**src/rtl/controller_mc_if.sv**
```systemverilog
// Host register bus between a bus master and controller_mc.
// Handshake: a write happens on every cycle slave_wrreq=1 and slave_wrack
// follows one cycle later; a read is requested on every cycle slave_rdreq=1,
// and slave_rdack plus slave_dataout follow one cycle later.
interface controller_mc_if #(
   parameter int ADDRESS_SIZE = 36,
   parameter int DATA_WIDTH   = 128
);
   logic [ADDRESS_SIZE-1:0] slave_address;
   logic                    slave_wrreq;
   logic                    slave_wrack;
   logic [DATA_WIDTH-1:0]   slave_datain;
   logic                    slave_rdreq;
   logic                    slave_rdack;
   logic [DATA_WIDTH-1:0]   slave_dataout;

   modport master (
      output slave_address, slave_wrreq, slave_datain, slave_rdreq,
      input  slave_wrack, slave_rdack, slave_dataout
   );

   modport slave (
      input  slave_address, slave_wrreq, slave_datain, slave_rdreq,
      output slave_wrack, slave_rdack, slave_dataout
   );
endinterface

```
**src/rtl/controller_mc.sv**
```systemverilog
// Multi-channel command controller: host register file plus one
// IDLE/ISSUE/WAIT command FSM per channel with done/overrun status and irq.
module controller_mc #(
   parameter int ADDRESS_SIZE = 36,
   parameter int DATA_WIDTH   = 128,
   parameter int NUM_CH       = 2,
   parameter int REG_LSB      = 4
) (
   input  logic                         clk,
   input  logic                         rst,
   controller_mc_if.slave               host,
   output logic [NUM_CH*DATA_WIDTH-1:0] cmd_data,
   output logic [NUM_CH-1:0]            cmd_valid,
   input  logic [NUM_CH-1:0]            cmd_ready,
   input  logic [NUM_CH-1:0]            cmd_complete,
   output logic                         irq,
   output logic [2*NUM_CH-1:0]          ch_state
);

   typedef enum logic [1:0] {IDLE = 2'd0, ISSUE = 2'd1, WAIT = 2'd2} ch_state_e;

   localparam int CMD_W = 92;

   logic [ADDRESS_SIZE-1:0] addr_w;
   logic [3:0]              idx;
   logic                    wr_geom, wr_ctrl, wr_status, wr_irqen;
   logic [23:0]             geom_q;
   logic [35:0]             pix_len_q;
   logic [NUM_CH-1:0]       irqen_q, done_q, ovr_q, busy;
   logic [NUM_CH-1:0]       set_done, set_ovr, clr_done, clr_ovr, wr_desc;
   logic [55:0]             desc_q [NUM_CH];
   logic [23:0]             status_w;
   logic [DATA_WIDTH-1:0]   rd_data;
   logic                    unused_bits;

   assign addr_w    = host.slave_address;
   assign idx       = addr_w[REG_LSB+3:REG_LSB];
   assign wr_geom   = host.slave_wrreq && (idx == 4'd0);
   assign wr_ctrl   = host.slave_wrreq && (idx == 4'd1);
   assign wr_status = host.slave_wrreq && (idx == 4'd2);
   assign wr_irqen  = host.slave_wrreq && (idx == 4'd3);
   assign clr_done  = wr_status ? host.slave_datain[8 +: NUM_CH]  : '0;
   assign clr_ovr   = wr_status ? host.slave_datain[16 +: NUM_CH] : '0;
   assign irq       = |(done_q & irqen_q);
   assign unused_bits = ^{addr_w, host.slave_datain};

   for (genvar c = 0; c < NUM_CH; c++) begin : g_ch
      ch_state_e             state_q, state_d;
      logic [DATA_WIDTH-1:0] cmd_q, cmd_next;
      logic                  start, done_pulse;

      assign start      = wr_ctrl & host.slave_datain[c];
      assign busy[c]    = (state_q != IDLE);
      assign set_ovr[c] = start & busy[c];
      assign set_done[c] = done_pulse;
      assign wr_desc[c] = host.slave_wrreq && (idx == 4'(4 + c));
      assign cmd_valid[c] = (state_q == ISSUE);
      assign cmd_data[c*DATA_WIDTH +: DATA_WIDTH] = cmd_q;
      assign ch_state[2*c +: 2] = state_q;

      always_comb begin
         cmd_next = '0;
         cmd_next[CMD_W-1:0] = {desc_q[c][35:0], pix_len_q,
                                desc_q[c][51:36], desc_q[c][55:52]};
      end

      always_ff @(posedge clk or negedge rst) begin
         if (!rst) begin
            state_q <= IDLE;
            cmd_q   <= '0;
         end else begin
            state_q <= state_d;
            // Command is frozen here, so later DESC writes cannot disturb it.
            if ((state_q == IDLE) && start) cmd_q <= cmd_next;
         end
      end

      always_comb begin
         state_d    = state_q;
         done_pulse = 1'b0;
         case (state_q)
            IDLE:  if (start) state_d = ISSUE;
            ISSUE: if (cmd_ready[c]) state_d = WAIT;
            WAIT: begin
               if (cmd_complete[c]) begin
                  state_d    = IDLE;
                  done_pulse = 1'b1;
               end
            end
            default: state_d = IDLE;
         endcase
      end
   end

   always_comb begin
      status_w = '0;
      status_w[NUM_CH-1:0]   = busy;
      status_w[8 +: NUM_CH]  = done_q;
      status_w[16 +: NUM_CH] = ovr_q;
      rd_data = '0;
      case (idx)
         4'd0: rd_data[23:0] = geom_q;
         4'd1: rd_data = '0;
         4'd2: rd_data[23:0] = status_w;
         4'd3: rd_data[NUM_CH-1:0] = irqen_q;
         default: begin
            for (int c = 0; c < NUM_CH; c++) begin
               if (idx == 4'(4 + c)) rd_data[55:0] = desc_q[c];
            end
         end
      endcase
   end

   always_ff @(posedge clk or negedge rst) begin
      if (!rst) begin
         geom_q             <= '0;
         pix_len_q          <= '0;
         irqen_q            <= '0;
         done_q             <= '0;
         ovr_q              <= '0;
         host.slave_wrack   <= 1'b0;
         host.slave_rdack   <= 1'b0;
         host.slave_dataout <= '0;
         for (int c = 0; c < NUM_CH; c++) desc_q[c] <= '0;
      end else begin
         host.slave_wrack <= host.slave_wrreq;
         host.slave_rdack <= host.slave_rdreq;
         if (host.slave_rdreq) host.slave_dataout <= rd_data;
         pix_len_q <= 36'(geom_q[11:0]) + 36'(geom_q[23:12]);
         if (wr_geom)  geom_q  <= host.slave_datain[23:0];
         if (wr_irqen) irqen_q <= host.slave_datain[NUM_CH-1:0];
         for (int c = 0; c < NUM_CH; c++) begin
            if (wr_desc[c]) desc_q[c] <= host.slave_datain[55:0];
         end
         // Sets are OR-ed in after the clear so a coinciding event wins.
         done_q <= (done_q & ~clr_done) | set_done;
         ovr_q  <= (ovr_q & ~clr_ovr) | set_ovr;
      end
   end

endmodule

```
**src/flat_wrapper.sv**
```systemverilog
// flat-port wrapper written by rule: the top's interface ports become plain ports
module controller_mc_flat 
#(
   parameter int ADDRESS_SIZE = 36,
   parameter int DATA_WIDTH   = 128,
   parameter int NUM_CH       = 2,
   parameter int REG_LSB      = 4
)
  (clk, rst, cmd_data, cmd_valid, cmd_ready, cmd_complete, irq, ch_state, host_slave_address, host_slave_wrreq, host_slave_datain, host_slave_rdreq, host_slave_wrack, host_slave_rdack, host_slave_dataout);
  controller_mc_if #(.ADDRESS_SIZE(ADDRESS_SIZE), .DATA_WIDTH(DATA_WIDTH)) host_i ();
  input  logic clk;
  input  logic rst;
  output logic [NUM_CH*DATA_WIDTH-1:0] cmd_data;
  output logic [NUM_CH-1:0] cmd_valid;
  input  logic [NUM_CH-1:0] cmd_ready;
  input  logic [NUM_CH-1:0] cmd_complete;
  output logic irq;
  output logic [2*NUM_CH-1:0] ch_state;
  input wire logic [$bits(host_i.slave_address)-1:0] host_slave_address;
  input wire logic [$bits(host_i.slave_wrreq)-1:0] host_slave_wrreq;
  input wire logic [$bits(host_i.slave_datain)-1:0] host_slave_datain;
  input wire logic [$bits(host_i.slave_rdreq)-1:0] host_slave_rdreq;
  output wire logic [$bits(host_i.slave_wrack)-1:0] host_slave_wrack;
  output wire logic [$bits(host_i.slave_rdack)-1:0] host_slave_rdack;
  output wire logic [$bits(host_i.slave_dataout)-1:0] host_slave_dataout;
  assign host_i.slave_address = host_slave_address;
  assign host_i.slave_wrreq = host_slave_wrreq;
  assign host_i.slave_datain = host_slave_datain;
  assign host_i.slave_rdreq = host_slave_rdreq;
  assign host_slave_wrack = host_i.slave_wrack;
  assign host_slave_rdack = host_i.slave_rdack;
  assign host_slave_dataout = host_i.slave_dataout;
  controller_mc #(.ADDRESS_SIZE(ADDRESS_SIZE), .DATA_WIDTH(DATA_WIDTH), .NUM_CH(NUM_CH), .REG_LSB(REG_LSB)) u_core (.clk(clk), .rst(rst), .host(host_i), .cmd_data(cmd_data), .cmd_valid(cmd_valid), .cmd_ready(cmd_ready), .cmd_complete(cmd_complete), .irq(irq), .ch_state(ch_state));
endmodule
```
**config.mk**
```make
export PLATFORM = sky130hd
export DESIGN_NAME = controller_mc_flat
export DESIGN_NICKNAME = d
export VERILOG_FILES = /design/src/rtl/controller_mc_if.sv /design/src/rtl/controller_mc.sv /design/src/flat_wrapper.sv
export SDC_FILE = /design/constraint.sdc
export NUM_CORES = 1
export LEC_CHECK = 0
export CORE_AREA = 2 2 218 220
export DETAILED_ROUTE_END_ITERATION = 16
export DIE_AREA = 0 0 220 222
export HOLD_SLACK_MARGIN = 0.12
export PLACE_DENSITY = 0.78
export RECOVER_POWER = 100
export REMOVE_ABC_BUFFERS = 1
export SLEW_MARGIN = 20
export SYNTH_ARGS = -nofsm -noshare
export SYNTH_HDL_FRONTEND = slang
export SYNTH_SLANG_ARGS = --single-unit
```
**constraint.sdc**
```tcl
create_clock -name clk -period 2.34 [get_ports clk]
set_clock_uncertainty 0.15 [all_clocks]
set_input_delay 0.234 -clock clk [delete_from_list [all_inputs] [get_ports clk]]
set_output_delay 0.234 -clock clk [all_outputs]
set_load 0.005 [all_outputs]
```
==> impl_results.md <==
* # Post-CTS Setup Buffers at 0
* Fill count at 4254
* TritonCTS Sinks at 355
* Fin cells at 2163
* Crit Path Max Fanout at 27
* Status: completed
* Net switching power at 4829 µW
* Syn Std Cell Area at 15760 µm²
* CTS Buffer Depth at 3
* Combinational Power Share at 20.0%
* CTS Root Cell: clkbuf_16
* Clock transition at path regs at 0.06 ns
* Power Density at 894.1 nW/µm²
* Clk pwr share at 33.4%
* Synth Instances at 1221
* Kind of critical path: input port to register
* Die area at 48840 µm²
* Final hold violation count at 0
* Ant diodes at 0
* H-tree level count at 2
* P_int at 12970 µW
* Synth top area share at 56.36%
* Cells on Worst Hold Path at 3
* CTS tree: yes
* Pre-Repair DR Iteration Count at 5
* Chip height at 222 µm
* Area grow syn2layout at 26.28%
* Fin util at 43.03%
* Core area at 46260 µm²
* Worst min-delay path category: input port to register
* Reg area at 8885 µm²
* Gr usage total at 16.57%
* Row cnt at 79
* Yosys warning count at 0
* Initial Util at 34.07%
* Post-synth EDFFs at 0
* Vias in the first global route at 10720
* CP Capture Type: register
* Sequential share of power at 46.6%
* Slew Limit Fails at 0
* Final WL at 40.79 mm
* 1st-iter DRT viols at 541
* Async SR Flop Fraction at 100.0%
* Via Count at 10265
* Final setup viols at 0
* R2R depth at 6
* Die Wd at 220 µm
* Mean area per synthesized cell at 12.91 µm²
* GPL Wtd Cong at 0.8309
* Lkg Pwr at 0.009610 µW
* DPL Wire Length at 28.11 mm
* Area leader, netlist: dfrtp_1
* GRT overflow at 0
* Clk_lat worst skew at 0.55 ns
* Reg2reg start: u_core.geom_q[0]$_DFFE_PN0P_
* Worst VDD drop at 0.5219 mV
* Main synth FF type: dfrtp_1
* Final #Nets at 1714
* Post-Route Setup TNS at 0 ns
* Antenna viol nets, final at 0
* Hold-critical path endpoint: u_core.g_ch[0].state_q[1]$_DFFE_PN0P_
* Max-Cap Viols at 0
* Worst-margin pin slew at 0.8812 ns
* Min-delay src: cmd_ready[0]
* Proportion of layout cells with a drive suffix above 1 at 23.65%
* Multi-input gate area at 5823 µm²
* Reg2Reg Setup Slack at 0.10 ns
* First-pass GRT wire length at 62.17 mm
* Critical path startpoint category: input port
* Cell count after placement at 2088
* Vias per cell at 4.746
* Largest net degree at the start of global routing at 73
* Sw Ratio at 27.14%
* Slew margin rel. at 41.26%
* Wire per inst at 18.86 µm
* Fin crit share at 96.34%
* Req. time, crit path at 2.62 ns
* DRC errors left at 0
* CTS Buf Count at 39
* Reg2reg end: u_core.pix_len_q[12]$_DFF_PN0_
* RSZ-0062 raised after global routing: false
* I/O Buffers at 270
* Fmax at 443.6 MHz
* I/O pin cnt at 565
* Register area share after synthesis at 56.36%
* WP data arrival at 2.53 ns
* Initial antenna violation count at 0
* Count of different cell masters after synthesis at 54
* Area contributors post-synth: dfrtp_1, mux2_2, buf_4
* Final min period at 2.254 ns
* Synthesized flop and latch total at 355
## state kept, by name, summed over array words and instances (netlist names)
signal	count
u_core.host.slave_wrack	1
u_core.pix_len_q	13
u_core.g_ch.state_q	4
u_core.desc_q	112
u_core.done_q	2
u_core.host.slave_dataout	56
u_core.irqen_q	2
u_core.ovr_q	2
u_core.g_ch.cmd_q	138
u_core.geom_q	24
u_core.host.slave_rdack	1
## power by group through the flow
stage	Combinational (µW)	Clock (µW)	Sequential [µW]
6_report	3560	5950	8280
5_1_grt	3920	6340	8440
4_1_cts	3860	6110	8320
3_5_place_dp	3800	0	8410
3_3_place_gp	3690	0	8340
2_1_floorplan	1750	0	8150
## logic make-up (layout without fill, tap and decap cells)
| logic type | count (synthesis) | in the layout | synth area share (%) |
|---|---|---|---|
| flops | 355 | 355 | 56.36 |
| xor+xnor | 7 | 7 | 0.3890 |
| other cells | 1 | 190 | 0.02379 |
| compound gates | 184 | 184 | 7.542 |
| mux | 273 | 273 | 19.47 |
| simple gates | 128 | 128 | 3.906 |
| fa+ha+maj | 13 | 13 | 1.080 |
| buf+inv | 260 | 406 | 11.22 |
## timing repair
item | 4_1_cts | 5_1_grt
hold buffers | 7 | 0
pin swaps | 0 | 1
resized for setup | 3 | 2
endpoints found under the setup margin | 2 | 2
endpoints found under the hold margin | 367 | 0
## per-stage QoR
step	instance area, µm²	hold slack (ns)	power, µW	setup WS [ns]
after floorplan	14730	-0.2116	9895	-3.160
after global placement	18840	0.1234	12030	-0.1038
after detailed placement	18840	0.1285	12210	-0.1449
after CTS	20140	0.1324	18290	0.06332
after global routing	19900	0.1442	18710	0.007802
final	19900	0.1690	17800	0.08564
## critical path, stage by stage
cell           delay, ns
dlygate4sd3_1       0.56
buf_4               0.16
nor4b_2             0.66
nand2_4             0.08
clkbuf_4            0.40
mux2_2              0.39
## layout make-up
| cell class | count | area share (%) |
|---|---|---|
| repair buffers | 330 | 16.02 |
| well taps | 607 | 3.816 |
| flip-flops and latches | 355 | 44.64 |
| clock inverters | 12 | 0.5972 |
| multi-input cells | 795 | 29.26 |
| clock buffers | 56 | 5.525 |
| inverters | 8 | 0.1509 |
## worst max path at each step
stage / to / slack, ns / startpoint / depth (start not counted)
global placement: u_core.pix_len_q[12]$_DFF_PN0_ / -0.10 / u_core.geom_q[0]$_DFFE_PN0P_ / 6
detailed placement: u_core.pix_len_q[12]$_DFF_PN0_ / -0.14 / u_core.geom_q[0]$_DFFE_PN0P_ / 6
finish: u_core.desc_q[75]$_DFFE_PN0P_ / 0.09 / host_slave_address[7] / 6
CTS: u_core.pix_len_q[12]$_DFF_PN0_ / 0.06 / u_core.geom_q[0]$_DFFE_PN0P_ / 6
floorplan: u_core.desc_q[100]$_DFFE_PN0P_ / -3.16 / host_slave_address[4] / 3
global route: u_core.pix_len_q[9]$_DFF_PN0_ / 0.008 / u_core.geom_q[3]$_DFFE_PN0P_ / 5
## routing by layer
| metal | wire length [µm] | global-route usage, % | part of all wire [%] | up-vias |
|---|---|---|---|---|
| met3 | 2678 | 4.664 | 6.6 | 85 |
| met5 | 0 | 0 | 0 | - |
| met4 | 1376 | 6.278 | 3.4 | 0 |
| met1 | 16250 | 19.43 | 40 | 5250 |
| li1 | - | - | - | 4539 |
| met2 | 20490 | 28.59 | 50 | 391 |
## layout by cell type, fill, tap and decap left out, drive strengths merged, types with 18 or more instances in the layout
| cell type | instances |
|---|---|
| nand2 | 18 |
| conb | 190 |
| a21oi | 62 |
| mux2 | 269 |
| a22oi | 52 |
| dlygate4sd3 | 213 |
| a21o | 24 |
| clkbuf | 84 |
| nor2 | 71 |
| clkdlybuf4s50 | 62 |
| o21ai | 22 |
| dfrtp | 355 |
| buf | 27 |
## cell usage after synthesis (4+ instances only)
cell and n:
dfrtp_1 355, mux2_2 259, buf_4 203, nor2_1 71, a21oi_1 62, a22oi_1 52, clkbuf_1 25, a21o_1 24
o21ai_0 22, nand2_1 18, buf_2 13, ha_1 12, mux2_1 10, buf_1 9, inv_1 8, and3_1 6
nand2b_1 6, nand3_1 6, xnor2_1 6, a221oi_1 4, mux2i_1 4
(Power assumes the default switching activity.)
